<file path="src/rtl/mc_main_controller.sv">
// Multi-cycle MIPS main control FSM: sequences one instruction at a time and
// decodes datapath selects, write enables and the 2-bit ALU-controller op.
module mc_main_controller #(
  parameter logic [5:0] ADDR_JR = 6'b001000,
  parameter int         STATE_W = 4
) (
  input  logic               clk,
  input  logic               rst,
  input  logic [5:0]         opcode,
  input  logic [5:0]         func,
  output logic               pc_write,
  output logic               pc_write_cond,
  output logic               pc_write_cond_n,
  output logic               i_or_d,
  output logic               mem_read,
  output logic               mem_write,
  output logic               ir_write,
  output logic [1:0]         reg_dst,
  output logic [1:0]         mem_to_reg,
  output logic               reg_write,
  output logic               alu_src_a,
  output logic [1:0]         alu_src_b,
  output logic [1:0]         alu_op,
  output logic [1:0]         pc_src,
  output logic               instr_done,
  output logic               illegal,
  output logic [STATE_W-1:0] state
);

  localparam logic [5:0] OP_RTYPE = 6'b000000;
  localparam logic [5:0] OP_LW    = 6'b100011;
  localparam logic [5:0] OP_SW    = 6'b101011;
  localparam logic [5:0] OP_BEQ   = 6'b000100;
  localparam logic [5:0] OP_BNE   = 6'b000101;
  localparam logic [5:0] OP_J     = 6'b000010;
  localparam logic [5:0] OP_JAL   = 6'b000011;
  localparam logic [5:0] OP_ADDI  = 6'b001000;

  typedef enum logic [STATE_W-1:0] {
    S_IF       = STATE_W'(0),
    S_ID       = STATE_W'(1),
    S_MEM_ADDR = STATE_W'(2),
    S_MEM_RD   = STATE_W'(3),
    S_WB_LW    = STATE_W'(4),
    S_MEM_WR   = STATE_W'(5),
    S_EX_R     = STATE_W'(6),
    S_WB_R     = STATE_W'(7),
    S_BRANCH   = STATE_W'(8),
    S_JUMP     = STATE_W'(9),
    S_JAL      = STATE_W'(10),
    S_JR       = STATE_W'(11),
    S_ADDI_EX  = STATE_W'(12),
    S_ADDI_WB  = STATE_W'(13),
    S_ILLEGAL  = STATE_W'(14)
  } state_t;

  state_t r_state;
  state_t w_next_state;

  always_ff @(posedge clk) begin
    if (rst) begin
      r_state <= S_IF;
    end else begin
      r_state <= w_next_state;
    end
  end

  // Next-state: only ID and MEM_ADDR look at the instruction fields.
  always_comb begin
    w_next_state = S_IF;
    case (r_state)
      S_IF: w_next_state = S_ID;
      S_ID: begin
        case (opcode)
          OP_RTYPE:      w_next_state = (func == ADDR_JR) ? S_JR : S_EX_R;
          OP_LW, OP_SW:  w_next_state = S_MEM_ADDR;
          OP_BEQ, OP_BNE: w_next_state = S_BRANCH;
          OP_J:          w_next_state = S_JUMP;
          OP_JAL:        w_next_state = S_JAL;
          OP_ADDI:       w_next_state = S_ADDI_EX;
          default:       w_next_state = S_ILLEGAL;
        endcase
      end
      S_MEM_ADDR: w_next_state = (opcode == OP_LW) ? S_MEM_RD : S_MEM_WR;
      S_MEM_RD:   w_next_state = S_WB_LW;
      S_EX_R:     w_next_state = S_WB_R;
      S_ADDI_EX:  w_next_state = S_ADDI_WB;
      default:    w_next_state = S_IF;
    endcase
  end

  // Moore output decode; reset masks everything so no write leaks during it.
  always_comb begin
    pc_write        = 1'b0;
    pc_write_cond   = 1'b0;
    pc_write_cond_n = 1'b0;
    i_or_d          = 1'b0;
    mem_read        = 1'b0;
    mem_write       = 1'b0;
    ir_write        = 1'b0;
    reg_dst         = 2'b00;
    mem_to_reg      = 2'b00;
    reg_write       = 1'b0;
    alu_src_a       = 1'b0;
    alu_src_b       = 2'b00;
    alu_op          = 2'b00;
    pc_src          = 2'b00;
    instr_done      = 1'b0;
    illegal         = 1'b0;
    state           = r_state;

    case (r_state)
      S_IF: begin
        mem_read  = 1'b1;
        ir_write  = 1'b1;
        pc_write  = 1'b1;
        alu_src_b = 2'b01;
      end
      S_ID: begin
        alu_src_b = 2'b11;
      end
      S_MEM_ADDR, S_ADDI_EX: begin
        alu_src_a = 1'b1;
        alu_src_b = 2'b10;
      end
      S_MEM_RD: begin
        mem_read = 1'b1;
        i_or_d   = 1'b1;
      end
      S_WB_LW: begin
        reg_write  = 1'b1;
        mem_to_reg = 2'b01;
        instr_done = 1'b1;
      end
      S_MEM_WR: begin
        mem_write  = 1'b1;
        i_or_d     = 1'b1;
        instr_done = 1'b1;
      end
      S_EX_R: begin
        alu_src_a = 1'b1;
        alu_op    = 2'b10;
      end
      S_WB_R: begin
        reg_write  = 1'b1;
        reg_dst    = 2'b01;
        instr_done = 1'b1;
      end
      S_BRANCH: begin
        alu_src_a       = 1'b1;
        alu_op          = 2'b01;
        pc_src          = 2'b01;
        instr_done      = 1'b1;
        pc_write_cond   = (opcode == OP_BEQ);
        pc_write_cond_n = (opcode == OP_BNE);
      end
      S_JUMP: begin
        pc_write   = 1'b1;
        pc_src     = 2'b10;
        alu_op     = 2'b11;
        instr_done = 1'b1;
      end
      S_JAL: begin
        pc_write   = 1'b1;
        pc_src     = 2'b10;
        reg_write  = 1'b1;
        reg_dst    = 2'b10;
        mem_to_reg = 2'b10;
        alu_op     = 2'b11;
        instr_done = 1'b1;
      end
      S_JR: begin
        pc_write   = 1'b1;
        pc_src     = 2'b11;
        alu_op     = 2'b11;
        instr_done = 1'b1;
      end
      S_ADDI_WB: begin
        reg_write  = 1'b1;
        instr_done = 1'b1;
      end
      default: begin
        illegal = 1'b1;
      end
    endcase

    if (rst) begin
      pc_write        = 1'b0;
      pc_write_cond   = 1'b0;
      pc_write_cond_n = 1'b0;
      i_or_d          = 1'b0;
      mem_read        = 1'b0;
      mem_write       = 1'b0;
      ir_write        = 1'b0;
      reg_dst         = 2'b00;
      mem_to_reg      = 2'b00;
      reg_write       = 1'b0;
      alu_src_a       = 1'b0;
      alu_src_b       = 2'b00;
      alu_op          = 2'b00;
      pc_src          = 2'b00;
      instr_done      = 1'b0;
      illegal         = 1'b0;
      state           = '0;
    end
  end

endmodule

</file>
<file path="config.mk">
export PLATFORM = sky130hd
export DESIGN_NAME = mc_main_controller
export DESIGN_NICKNAME = d
export VERILOG_FILES = /design/src/rtl/mc_main_controller.sv
export SDC_FILE = /design/constraint.sdc
export NUM_CORES = 1
export LEC_CHECK = 0
export ABC_AREA = 1
export CAP_MARGIN = 30
export CORE_MARGIN = 2
export CORE_UTILIZATION = 31
export CTS_CLUSTER_DIAMETER = 40
export DETAILED_ROUTE_END_ITERATION = 6
export PLACE_DENSITY = 0.74
export SYNTH_ARGS = -nofsm -noshare
export SYNTH_HDL_FRONTEND = slang
export SYNTH_SLANG_ARGS = --single-unit
</file>
<file path="constraint.sdc">
create_clock -name clk -period 1.1 [get_ports clk]
set_input_delay 0.165 -clock clk [delete_from_list [all_inputs] [get_ports clk]]
set_output_delay 0.165 -clock clk [all_outputs]
set_load 0.02 [all_outputs]
</file>
==> results.json, run 1 <==
{
  "clock-sinks": 4,
  "cts-htree-levels": 1,
  "flow.stopped_at": "5_1_grt",
  "synth_area_um2": 575.6,
  "hpwl_um": 1976,
  "async_flop_share_pct": 0,
  "synth-seq-area-share_pct": 13.91,
  "syn_inst": 112,
  "cts_made_buffers": 3,
  "synthTopCellsByArea": "nor2_1 20%, dfxtp_1 14%, nand2_1 12%",
  "synth_top_family_by_area": "simple AND/OR/NAND/NOR gates",
  "synth.top_cell.area_share_pct": 20.22,
  "ys_top_cells_by_count": "31 x nor2_1, 18 x nand2_1, 14 x inv_1",
  "yosysWarnings": 0,
  "synth_xor_area_share_pct": 0,
  "placedCellCount": 200,
  "error": "[ERROR DPL-0038] Utilization greater than 100%, impossible to legalize",
  "synthSimpleGateAreaFrac_pct": 51.74,
  "io_buffers": 38,
  "die_width_um": 47.09,
  "routabilityCongestion": 0.8173,
  "clk_path_buf_depth": 2,
  "worst-ep-kind": "primary output",
  "yosys.cell_count.top_type": "nor2_1",
  "yosysTopAreaCell": "nor2_1",
  "synth_edf_count": 0,
  "synth_mux_area_share_pct": 0,
  "io_pins": 39,
  "die_height_um": 47.09,
  "synth_ff_type": "dfxtp_1",
  "avgSynthCellArea_um2": 5.139,
  "root_buffer": "clkbuf_4",
  "synthAdderAreaFrac_pct": 0,
  "grt_start_max_net_pins": 11,
  "synth.distinct_cells": 24,
  "num_rows": 15,
  "initial_core_util_pct": 32.97,
  "syn_nets": 126,
  "yosys_register_bits": 4,
  "grt_repair_worst_endpoint": "reg_write",
  "synth_compound_area_share_pct": 19.78,
  "outcome": "did not finish"
}
-- timing repair --
item,in CTS
gates resized for setup,193
hold buffers,0
setup buffers,7
endpoints found under the setup margin,29
pin swaps,16
-- cell families after synthesis --
group / count (synthesis)
simple gates: 67
flops: 4
compound gates: 19
buf+inv: 22
-- stage by stage --
| step | setup TNS, ns | hold slack, ns | area (µm²) | worst slack, ns |
|---|---|---|---|---|
| 4_1_cts | -7.436 | 0.5920 | 1559 | -0.3890 |
| 3_3_place_gp | -18.87 | 0.7689 | 1353 | -0.9037 |
| 2_1_floorplan | -1.620 | 0.3603 | 748.2 | -0.2169 |
| 3_5_place_dp | -19.89 | 0.7810 | 1353 | -0.9332 |
==> run 2: changes to the inputs <==
CORE_AREA = 2 2 63 65   (was unset)
CORE_MARGIN = unset   (was 2)
CORE_UTILIZATION = unset   (was 31)
CTS_CLUSTER_DIAMETER = unset   (was 40)
DIE_AREA = 0 0 65 67   (was unset)
PLACE_DENSITY = unset   (was 0.74)
PLACE_DENSITY_LB_ADDON = 0.15   (was unset)
clock period = 1.43 ns   (was 1.1 ns; I/O delays follow)
==> run 2 against run 1 <==
Compared with the run above:
- the flow now finishes, with violations (setup timing)
- synthesized cell count is the same
- area after synthesis is the same
==> results.json, run 2 <==
{
  "outcome": "finished with violations",
  "violations": "setup timing",
  "die_height_um": 67,
  "ys_top_cells_by_count": "31 x nor2_1, 18 x nand2_1, 14 x inv_1",
  "final_cell_mix": "41 x buf_4, 23 x nor2_1, 11 x inv_1, 10 x nand2_1",
  "syn_nets": 126,
  "setup_viol": 10,
  "vias_per_cell": 4.125,
  "cts_made_buffers": 3,
  "track_usage_pct": 10.63,
  "largest_register": "r_state",
  "first_iter_violations": 16,
  "grt_pass1_vias": 896,
  "p_sw_share_pct": 46.99,
  "num_rows": 22,
  "synth_compound_area_share_pct": 19.78,
  "switchingPower_uw": 984.6,
  "power_per_cell_area_nw_per_um2": 1461,
  "crit_path_start_kind": "register",
  "cp.arrival_ns": 1.32,
  "clk_latency_ns": 0.21,
  "placed_area_um2": 1272,
  "path_max_fanout": 5,
  "area_delta_synth_final_pct": 149.1,
  "setup_ws_ns": -0.1043,
  "rrSetupSlack_ns": 0.19,
  "combPwrFrac_pct": 76.1,
  "grt_antenna_before_repair": 0,
  "clock-sinks": 4,
  "grt_start_max_net_pins": 12,
  "pwr-share-seq_pct": 12.9,
  "yosysWarnings": 0,
  "syn_inst": 112,
  "final_common_cell": "buf_4",
  "largest_reg_flops": 4,
  "worst_setup_path_end_kind": "output port",
  "ir_worst_vdd_mv": 0.3344,
  "clock_skew_ns": 0.001604,
  "synthAdderAreaFrac_pct": 0,
  "synth_ff_type": "dfxtp_1",
  "crit_type": "register to output port",
  "grt_pass1_wl_um": 3643,
  "p_leak_uw": 0.0007422,
  "grt_overflow": 0,
  "hold_path.class": "input port to register",
  "yosysTopAreaCell": "nor2_1",
  "rsz0062_at_grt": "yes",
  "io_buffers": 38,
  "num_vias": 957,
  "clock.fmax_mhz": 651.8,
  "hold_viol_final": 0,
  "core_um2": 3606,
  "synth_top_family_by_area": "simple AND/OR/NAND/NOR gates",
  "io_pins": 39,
  "finalWirelength_um": 2242,
  "relSlewSlack_pct": 84.20,
  "synth_xor_area_share_pct": 0,
  "drc": 0,
  "critPathRequiredTime_ns": 1.22,
  "post-place-ws_ns": -0.6149,
  "synthSimpleGateAreaFrac_pct": 51.74,
  "synthTopCellsByArea": "nor2_1 20%, dfxtp_1 14%, nand2_1 12%",
  "ant_nets": 0,
  "die_width_um": 65,
  "final_nets": 200,
  "cts_tree": "built",
  "yosys.cell_count.top_type": "nor2_1",
  "synth-seq-area-share_pct": 13.91,
  "yosys_register_bits": 4,
  "cts-htree-levels": 1,
  "n_antenna_cell": 0,
  "hold_buffers": 0,
  "pwr-share-clk_pct": 11.0,
  "clk_pin_slew_ns": 0.03,
  "avgSynthCellArea_um2": 5.139,
  "synth.top_cell.area_share_pct": 20.22,
  "internal_power_uw": 1111,
  "synth_area_um2": 575.6,
  "finish.utilization_pct": 39.76,
  "root_buffer": "clkbuf_8",
  "tightest_slew_ns": 0.2344,
  "initial_core_util_pct": 15.96,
  "layout_min_cycle_time_ns": 1.534,
  "hpwl_um": 1868,
  "die_area_um2": 4355,
  "first_pass_iters": 4,
  "fin_tns_setup_ns": -0.5571,
  "maxCapViolCount": 0,
  "drive_above_1_share_pct": 59.24,
  "period_share_pct": 107.3,
  "final_cell_area_um2": 1434,
  "synth.distinct_cells": 24,
  "synth_mux_area_share_pct": 0,
  "top_regs": "r_state (4)",
  "async_flop_share_pct": 0,
  "synth_edf_count": 0,
  "slew_viol_final": 0,
  "routabilityCongestion": 0.7855,
  "clk_path_buf_depth": 2,
  "holdWs_ns": 0.5483,
  "routedWlPerCell_um": 9.664
}
[run 2: cell type report]
| class | count | area (µm²) |
|---|---|---|
| inverter | 20 | 85.08 |
| fill | 407 | 2172 |
| timing repair buffer | 71 | 583.1 |
| tap | 48 | 60.06 |
| clock buffer | 3 | 41.29 |
| sequential | 4 | 95.09 |
| multi-input combinational | 86 | 569.3 |
[run 2: critical path, cell delays in order (launching register included)]
cell     delay [ns]
dfxtp_4        0.39
inv_4          0.05
nor2_4         0.18
nand2_2        0.10
inv_2          0.07
nor2_2         0.05
o21ai_1        0.11
buf_4          0.15
[run 2: cell families after synthesis]
group,after synthesis
and+or+nand+nor,67
buffers and inverters,22
AOI/OAI and AO/OA,19
DFF,4
[run 2: per-stage QoR]
step                std cells  power (µW)
finish                    232        2095
global route              232        2254
CTS                       230        1990
detailed placement        225        1598
global placement          225        1596
floorplan                 112       870.1
[run 2: metal layers]
layer | track usage, % | wire (µm)
met5 | 0 | 0
met4 | 3.989 | 0
met3 | 1.351 | 123
met2 | 21.78 | 1224
met1 | 10.73 | 895
[run 2: power groups by stage]
stage | Sequential (µW) | Clock, µW | Combinational [µW]
floorplan | 209 | 0 | 661
global placement | 220 | 0 | 1380
detailed placement | 219 | 0 | 1380
CTS | 262 | 239 | 1490
global route | 281 | 250 | 1720
finish | 270 | 231 | 1590
[run 2: path summary, 6_finish.rpt]
check,end,from,cells past startpoint
worst max-delay path,alu_src_a,r_state[1],7
worst min-delay path,r_state[2],rst,3
worst max register to register,r_state[2],r_state[1],6
worst min register to register,r_state[3],r_state[0],3
[run 2: repair_timing]
action,in CTS,in global routing
setup endpoints to repair,25,26
gates resized for setup,147,32
endpoints found under the hold margin,0,0
pin swaps,12,6
buffers inserted,2,3
Power figures use the tool's default switching activity.
==> edit: new RTL, config.mk and constraints of run 2 <==
Add an input register stage for `opcode` and `func`, cleared by the reset; this delays them by one clock.
--- a/src/rtl/mc_main_controller.sv
+++ b/src/rtl/mc_main_controller.sv
@@ -54,6 +54,19 @@
     S_ILLEGAL  = STATE_W'(14)
   } state_t;
 
+  logic [5:0] opcode_q;
+  logic [5:0] func_q;
+
+  always_ff @(posedge clk) begin
+    if (rst) begin
+      opcode_q <= '0;
+      func_q   <= '0;
+    end else begin
+      opcode_q <= opcode;
+      func_q   <= func;
+    end
+  end
+
   state_t r_state;
   state_t w_next_state;
 
@@ -71,8 +84,8 @@
     case (r_state)
       S_IF: w_next_state = S_ID;
       S_ID: begin
-        case (opcode)
-          OP_RTYPE:      w_next_state = (func == ADDR_JR) ? S_JR : S_EX_R;
+        case (opcode_q)
+          OP_RTYPE:      w_next_state = (func_q == ADDR_JR) ? S_JR : S_EX_R;
           OP_LW, OP_SW:  w_next_state = S_MEM_ADDR;
           OP_BEQ, OP_BNE: w_next_state = S_BRANCH;
           OP_J:          w_next_state = S_JUMP;
@@ -81,7 +94,7 @@
           default:       w_next_state = S_ILLEGAL;
         endcase
       end
-      S_MEM_ADDR: w_next_state = (opcode == OP_LW) ? S_MEM_RD : S_MEM_WR;
+      S_MEM_ADDR: w_next_state = (opcode_q == OP_LW) ? S_MEM_RD : S_MEM_WR;
       S_MEM_RD:   w_next_state = S_WB_LW;
       S_EX_R:     w_next_state = S_WB_R;
       S_ADDI_EX:  w_next_state = S_ADDI_WB;
@@ -151,8 +164,8 @@
         alu_op          = 2'b01;
         pc_src          = 2'b01;
         instr_done      = 1'b1;
-        pc_write_cond   = (opcode == OP_BEQ);
-        pc_write_cond_n = (opcode == OP_BNE);
+        pc_write_cond   = (opcode_q == OP_BEQ);
+        pc_write_cond_n = (opcode_q == OP_BNE);
       end
       S_JUMP: begin
         pc_write   = 1'b1;
Formal check against the unedited RTL: not equivalent (a bounded check fails within 4 cycles, from zero or initial values and one cycle with rst high).
==> edit against run 2 <==
The flow still finishes with violations (negative setup slack); power rose by 44%; synthesized area rose by 60%; setup slack got worse by 86 ps; count of clock-buffer cells in the layout rose by 1; sequential cell count rose by 12; wire length rose by 35%; critical endpoint is now instr_done; largest power group unchanged; critical path depth fell by 2; largest cell class unchanged; final area rose by 40%; die area did not move.
==> edit: results (changes against run 2) <==
** Setup path
- Arrival time of data at the critical path endpoint :: 1410 ps (+90 ps)

** Place
- The detailed placer's ending HPWL came to 2110 µm (+13%).
- Placer congestion estimate :: 0.857 (+9.1%)

** Timing
- Total of endpoints with negative setup slack in the final report :: 17 (+7)
- Post-route setup TNS :: -1820 ps (-1260 ps)
- The actual transition at the worst max-transition pin is 265 ps (+30.7 ps).
- The post-layout worst setup margin is -191 ps (-86.3 ps).

** Route
- Total length of routed met3 wires :: 129 µm (+4.9%)
- Average vias per placed instance :: 4.23 (+2.4%)
- Top layer reached by signal wires :: met4
- The iteration-0 DRC count of the detailed router was 21 (+5).

** Global routing
- Via count of the first global-routing pass :: 1,154 (+29%)
- Global routing usage on met1 :: 0.143 (+0.0354)
- Met2 Track Usage GR :: 0.281 (+0.0631)
- The pin count of the biggest net entering global routing came to 13 (+1).
- The global-route usage over all layers was 0.141 (+0.0346).

** Power
- Leakage power :: 0.993 nW (+34%)

** Synth
- The complex-gate fraction of the synthesized area is 0.114 (-0.0834).
- Post-Synthesis Net Count :: 165 (+31%)
- After synthesis, the cell types taking the most area are sky130_fd_sc_hd__dfxtp_1 35%, sky130_fd_sc_hd__nor2_1 17%, sky130_fd_sc_hd__inv_1 9.4%.
- The count of different cell masters after synthesis came to 20 (-17%).
- Synth cell count leaders :: 41 x sky130_fd_sc_hd__nor2_1, 23 x sky130_fd_sc_hd__inv_1, 19 x sky130_fd_sc_hd__nand2_1
- Seq/Total Area, Yosys :: 0.349 (+0.210)

** Finish
- The ratio of cells with drive above 1 in the final layout is 0.568 (-0.0246).
- The largest registers in the layout are func_q x6, opcode_q x6, r_state x4.
- Post-layout nets :: 251 (+26%)

** CTS
- The insertion delay of the later-clocked pin in the worst-skew pair came to 250 ps (+40 ps).

** Outcome
- Outcome :: finished with violations
- Violated checks :: negative setup slack
## edit: path summary, 6_finish.rpt
kind	end	from	depth (start not counted)	slack (ps)
setup / recovery	instr_done	r_state[1]	5	-190
hold / removal	opcode_q[3]	opcode[3]	3	480
setup reg to reg	r_state[0]	r_state[1]	9	-70
hold reg to reg	r_state[1]	opcode_q[4]	5	720
## edit: layout make-up
type	instances	area [µm²]
clock buffer	4	55.1
fill	358	1590
inverter	31	129
multi-input combinational	100	702
sequential	16	335
tap	48	60.1
timing repair buffer	85	732
## edit: critical path, cell delays in order (launching register included)
cell and delay [ps]:
sky130_fd_sc_hd__dfxtp_4 370, sky130_fd_sc_hd__inv_4 80, sky130_fd_sc_hd__nor2_4 60, sky130_fd_sc_hd__buf_4 150, sky130_fd_sc_hd__o41ai_4 300, sky130_fd_sc_hd__buf_4 200
## edit: through the flow
stage	util	std cells	setup WS (ps)
5_1_grt	0.558	284	-250
3_5_place_dp	0.455	267	-678
4_1_cts	0.491	275	-164
2_1_floorplan	-	151	-74.0
6_report	0.558	284	-191
3_3_place_gp	0.455	267	-629
## edit: what timing repair did
action,4_1_cts,5_1_grt
gates resized for setup,146,57
pin swaps,6,18
endpoints found under the setup margin,25,26
buffers inserted,4,10
gates cloned,0,0
## edit: cell families (layout without fill, tap and decap cells)
| kind of cell | count (synthesis) | after routing |
|---|---|---|
| AND/OR/NAND/NOR | 81 | 81 |
| flip-flops | 16 | 16 |
| buffers and inverters | 35 | 120 |
| AO/OA/AOI/OAI | 19 | 19 |
## edit: power breakdown
group / internal (mW) / total (mW) / switching [mW]
Combinational: 0.994 / 2.00 / 1.01
Sequential: 0.527 / 0.618 / 0.0908
Clock: 0.244 / 0.391 / 0.147
